`src/rtl/clock_pkg.sv`:
```
// clock_pkg: shared entry-phase encoding, error codes and per-field maxima
package clock_pkg;
  typedef enum logic [1:0] {TENS = 2'd0, ONES = 2'd1, CONV = 2'd2, HOLD = 2'd3} phase_t;
  localparam logic [1:0] ERR_BCD     = 2'd1;
  localparam logic [1:0] ERR_RANGE   = 2'd2;
  localparam logic [1:0] ERR_TIMEOUT = 2'd3;
  localparam int SEC_MAX = 59;
  localparam int MIN_MAX = 59;
  localparam int HR_MAX  = 23;
endpackage

```
`src/rtl/bcd_entry_to_bin_pair.sv`:
```
// bcd_pair_to_bin: combinational tens*10+ones as (tens<<3)+(tens<<1)+ones, 7-bit result
module bcd_pair_to_bin (
  input  logic [3:0] i_tens,
  input  logic [3:0] i_ones,
  output logic [6:0] o_val
);
  assign o_val = {i_tens, 3'b000} + {2'b00, i_tens, 1'b0} + {3'b000, i_ones};
endmodule

```
`src/rtl/bcd_entry_to_bin.sv`:
```
// bcd_entry_to_bin: two-digit BCD entry (tens, ones) over valid/ready, range-checked to binary 0..MAX_VAL
module bcd_entry_to_bin
  import clock_pkg::*;
#(
  parameter int MAX_VAL        = 59,
  parameter int TIMEOUT_CYCLES = 50000000,
  parameter int TMR_W          = $clog2(TIMEOUT_CYCLES)
) (
  input  logic       clk,
  input  logic       rst,
  input  logic       digit_valid,
  input  logic [3:0] digit,
  output logic       digit_ready,
  input  logic       cancel,
  output logic       bin_valid,
  output logic [5:0] bin,
  input  logic       bin_ready,
  output logic [1:0] entry_phase,
  output logic       err,
  output logic [1:0] err_code
);
  localparam logic [TMR_W-1:0] TMO_LAST = TMR_W'(TIMEOUT_CYCLES - 1);
  phase_t           r_state, w_next;
  logic [3:0]       r_tens, r_ones, w_t, w_o;
  logic [5:0]       r_bin;
  logic             r_bin_valid, r_err, w_err, w_ld_t, w_ld_o;
  logic [1:0]       r_err_code, w_code;
  logic [TMR_W-1:0] r_tmr;
  logic [6:0]       w_val;
  logic             w_acc, w_bad, w_over, w_tmo;
  assign w_t = (r_state == TENS) ? digit : r_tens;
  assign w_o = (r_state == TENS) ? 4'd0 : (r_state == ONES) ? digit : r_ones;
  bcd_pair_to_bin u_pair (.i_tens(w_t), .i_ones(w_o), .o_val(w_val));
  assign digit_ready = (r_state == TENS) || (r_state == ONES);
  assign w_acc       = digit_valid && digit_ready;
  assign w_bad       = digit > 4'd9;
  assign w_over      = w_val > 7'(MAX_VAL);
  assign w_tmo       = r_tmr == TMO_LAST;
  always_comb begin
    w_next = r_state;
    w_err  = 1'b0;
    w_code = r_err_code;
    w_ld_t = 1'b0;
    w_ld_o = 1'b0;
    if (cancel) w_next = TENS;
    else case (r_state)
      TENS: if (w_acc) begin
        if (w_bad) begin
          w_err  = 1'b1;
          w_code = ERR_BCD;
        end else if (w_over) begin
          w_err  = 1'b1;
          w_code = ERR_RANGE;
        end else begin
          w_ld_t = 1'b1;
          w_next = ONES;
        end
      end
      ONES: if (w_acc) begin
        if (w_bad) begin
          w_err  = 1'b1;
          w_code = ERR_BCD;
        end else if (w_over) begin
          w_err  = 1'b1;
          w_code = ERR_RANGE;
          w_next = TENS;
        end else begin
          w_ld_o = 1'b1;
          w_next = CONV;
        end
      end else if (w_tmo) begin
        w_err  = 1'b1;
        w_code = ERR_TIMEOUT;
        w_next = TENS;
      end
      CONV: w_next = HOLD;
      default: w_next = bin_ready ? TENS : HOLD;
    endcase
  end
  always_ff @(posedge clk or posedge rst) begin
    if (rst) begin
      r_state     <= TENS;
      r_tens      <= '0;
      r_ones      <= '0;
      r_bin       <= '0;
      r_bin_valid <= 1'b0;
      r_err       <= 1'b0;
      r_err_code  <= '0;
      r_tmr       <= '0;
    end else begin
      r_state     <= w_next;
      r_err       <= w_err;
      r_err_code  <= w_code;
      r_tens      <= w_ld_t ? digit : r_tens;
      r_ones      <= w_ld_o ? digit : r_ones;
      r_tmr       <= (r_state == ONES && !cancel) ? r_tmr + 1'b1 : '0;
      r_bin_valid <= cancel ? 1'b0 : (r_state == CONV) ? 1'b1 : (r_state == HOLD && bin_ready) ? 1'b0 : r_bin_valid;
      r_bin       <= (r_state == CONV && !cancel) ? w_val[5:0] : r_bin;
    end
  end
  assign bin_valid   = r_bin_valid;
  assign bin         = r_bin;
  assign entry_phase = r_state;
  assign err         = r_err;
  assign err_code    = r_err_code;
endmodule

```
`config.mk`:
```
export PLATFORM = sky130hd
export DESIGN_NAME = bcd_entry_to_bin
export DESIGN_NICKNAME = d
export VERILOG_FILES = /design/src/rtl/clock_pkg.sv /design/src/rtl/bcd_entry_to_bin_pair.sv /design/src/rtl/bcd_entry_to_bin.sv
export SDC_FILE = /design/constraint.sdc
export NUM_CORES = 1
export LEC_CHECK = 0
export CAP_MARGIN = 20
export CORE_AREA = 2 2 104 56
export CTS_CLUSTER_DIAMETER = 80
export DETAILED_ROUTE_END_ITERATION = 10
export DIE_AREA = 0 0 106 58
export DONT_BUFFER_PORTS = 1
export SKIP_LAST_GASP = 1
export SYNTH_ARGS = -nofsm -noshare
export SYNTH_HDL_FRONTEND = slang
export SYNTH_SLANG_ARGS = --single-unit
```
`constraint.sdc`:
```
create_clock -name clk -period 8.5 [get_ports clk]
set_input_delay 0 -clock clk [delete_from_list [all_inputs] [get_ports clk]]
set_output_delay 0 -clock clk [all_outputs]
set_load 0.01 [all_outputs]
```
==> results.sh <==
export IMPL_dp_slack_ns=4.65
export IMPL_internal_power_uw=446
export IMPL_avgViaCountPerCell=5.42
export IMPL_cts_root_buffer="clkbuf_8"
export IMPL_synth_edf_count=0
export IMPL_drtAntennaViolNets=0
export IMPL_switching_share_pct=35.8
export IMPL_die_w_um=106
export IMPL_drc=0
export IMPL_dr_pass1_iters=5
export IMPL_tightest_slew_ns=1.01
export IMPL_finalHoldViolCount=0
export IMPL_synth_distinct_cells=44
export IMPL_grt_pass1_wl_um=9320
export IMPL_ioPinCount=22
export IMPL_p_sw_uw=249
export IMPL_fmax_mhz=257
export IMPL_cts_tree="yes"
export IMPL_die_height_um=58
export IMPL_r2r_start="entry_phase[0]"
export IMPL_post_route_min_period_ns=3.88
export IMPL_critPathLaunchType="flip-flop"
export IMPL_setup_tns_ns=0
export IMPL_die_area_mm2=0.00615
export IMPL_r2r_slack_ns=4.62
export IMPL_worstPathArrival_ns=4.07
export IMPL_critPathLaunch="entry_phase[0]"
export IMPL_numCtsBuffers=5
export IMPL_setup_violations=0
export IMPL_wl_um=5610
export IMPL_portBuffers=0
export IMPL_setup_ws_ns=4.62
export IMPL_power_density_mw_per_mm2=251
export IMPL_routedWlPerCell_um=17.0
export IMPL_core_area_mm2=0.00525
export IMPL_grt_pass1_vias=1678
export IMPL_status="completed"
export IMPL_gp_congestion=0.824
export IMPL_clkPwrFrac_pct=23.2
export IMPL_antenna_found_initial=0
export IMPL_clkSinkCount=46
export IMPL_avgSynthCellArea_um2=10.2
export IMPL_synthFlopType="dfrtp_1"
export IMPL_pwr_share_seq_pct=43.0
export IMPL_max_cap_violations=0
export IMPL_layout_common_cells="dfrtp_1 (46), nor2_1 (30), nand2_1 (23), mux2_2 (14), xnor2_1 (13)"
export IMPL_worstPathRequired_ns=8.68
export IMPL_combPwrFrac_pct=33.8
export IMPL_relSlewSlack_pct=32.5
export IMPL_post_route_util_pct=52.8
export IMPL_grt_usage_pct=20.2
export IMPL_period_share_pct=45.7
export IMPL_yosysWarnings=0
export IMPL_clk_latency_ns=0.30
export IMPL_synth_async_reset_ratio_pct=100
export IMPL_syn_nets=266
export IMPL_cts_buffer_depth=2
export IMPL_synthesis_area_mm2=0.00252
export IMPL_ctsResizeCount=0
export IMPL_rows=19
export IMPL_fin_skew_ns=0.00904
export IMPL_netlist_instances=247
export IMPL_clkSlewWorstSetupHoldPaths_ns=0.08
export IMPL_h_tree_depth=2
export IMPL_syn_to_final_growth_pct=10.0
export IMPL_nNetsFinal=275
export IMPL_antenna_cells=0
export IMPL_rsz0062_at_grt="false"
export IMPL_timing_worst_setup_path_type="flip-flop to flip-flop"
export IMPL_power_uw=695
export IMPL_crit_end="r_ones[0]"
export IMPL_synth_seq_cells=46
export IMPL_yosysSeqAreaShare_pct=45.7
export IMPL_finalMaxSlewViolations=0
export IMPL_grt_max_degree=47
export IMPL_crit_fanout=11
export IMPL_r2r_cells=10
export IMPL_ir_drop_mv=0.130
export IMPL_rr_endpoint="r_ones[0]"
export IMPL_overflow=0
export IMPL_hpwl_um=3910
export IMPL_cp_end_kind="flip-flop"
export IMPL_min_path_type="input pin to flip-flop"
export IMPL_p_leak_uw=0.00114
export IMPL_first_iter_violations=134
export IMPL_vias=1788
export IMPL_drive_gt1_share_pct=10.9
export IMPL_final_common_cell="dfrtp_1"
export IMPL_initial_core_util_pct=47.9
cells in the mapped netlist, drive strengths merged (2+ instances only):
| library cell | count | area [um^2] |
|---|---|---|
| a21oi | 6 | 30.0 |
| and2 | 5 | 31.3 |
| and3 | 6 | 37.5 |
| and4 | 3 | 26.3 |
| buf | 2 | 18.8 |
| clkbuf | 5 | 18.8 |
| dfrtp | 46 | 1150 |
| fa | 2 | 40.0 |
| ha | 8 | 100 |
| inv | 9 | 33.8 |
| mux2 | 16 | 184 |
| nand2 | 23 | 86.3 |
| nand3 | 9 | 45.0 |
| nand4 | 9 | 56.3 |
| nor2 | 31 | 124 |
| nor2b | 3 | 18.8 |
| nor3 | 11 | 66.3 |
| nor4 | 3 | 18.8 |
| o21ai | 7 | 35.0 |
| or3 | 3 | 18.8 |
| xnor2 | 13 | 114 |
| xor2 | 11 | 115 |
per-layer routing:
metal	GRT usage, %	routed length (um)	up-vias
li1	-	-	875
met3	7.54	575	2
met5	0	0	-
met2	23.0	1830	63
met1	35.0	3190	848
met4	2.26	14	0
power by group through the flow:
stage	sequential (uW)	combinational [uW]	clock (uW)
floorplan	288	193	0
global placement	304	225	0
detailed placement	304	226	0
CTS	300	232	165
global route	306	262	176
finish	299	235	161
area by class of cell:
cell class                 instances  area (um^2)
fill                             484         2480
multi-input combinational        185         1300
sequential                        46         1150
tap                               73         91.3
timing repair buffer               9         90.1
clock buffer                       5         68.8
clock inverter                     3         40.0
inverter                           9         33.8
kinds of logic after synthesis:
| logic type | Yosys count | synth area share (%) |
|---|---|---|
| and+or+nand+nor | 111 | 23.2 |
| DFF | 46 | 45.7 |
| xor gates and xnor gates | 24 | 9.09 |
| AOI/OAI and AO/OA | 23 | 5.96 |
| muxes | 17 | 7.70 |
| buffers and inverters | 16 | 2.83 |
| adders and majority gates | 10 | 5.56 |
repair_timing:
item                                   in CTS  in global routing
hold buffers                                9                  0
setup endpoints to repair                   0                  0
buffers inserted                            0                  0
endpoints found under the hold margin      61                  0
sequential cells by signal (all words and copies together), names as in the netlist:
name / flops
entry_phase: 2
r_ones: 4
bin: 6
r_tmr: 26
bin_valid: 1
err: 1
r_tens: 4
err_code: 2
worst min path at each step:
stage | end | cells after the start | slack [ns] | startpoint
2_1_floorplan | bin_valid | 1 | 0.07 | cancel
3_3_place_gp | bin_valid | 1 | 0.07 | cancel
6_report | entry_phase[0] | 2 | 0.03 | cancel
3_5_place_dp | bin_valid | 1 | 0.08 | cancel
4_1_cts | err_code[0] | 3 | 0.02 | digit[3]
5_1_grt | entry_phase[0] | 2 | 0.04 | cancel
metrics by stage:
| stage | area, um^2 | cells | hold slack, ns |
|---|---|---|---|
| after floorplan | 2520 | 247 | 0.0664 |
| after global placement | 2570 | 313 | 0.0701 |
| after detailed placement | 2570 | 313 | 0.0773 |
| after CTS | 2770 | 330 | 0.0196 |
| after global routing | 2770 | 330 | 0.0428 |
| final | 2770 | 330 | 0.0297 |
critical path, cell delays in order, from the launching register on:
cell	delay [ns]
dfrtp_1	0.56
nor2_4	0.27
mux2_2	0.39
fa_1	0.58
inv_1	0.07
fa_1	0.44
xnor2_1	0.26
nand4b_1	0.13
mux2i_1	0.57
nor4b_4	0.15
mux2_1	0.35
Note: power is estimated with default switching activity, not from simulation.
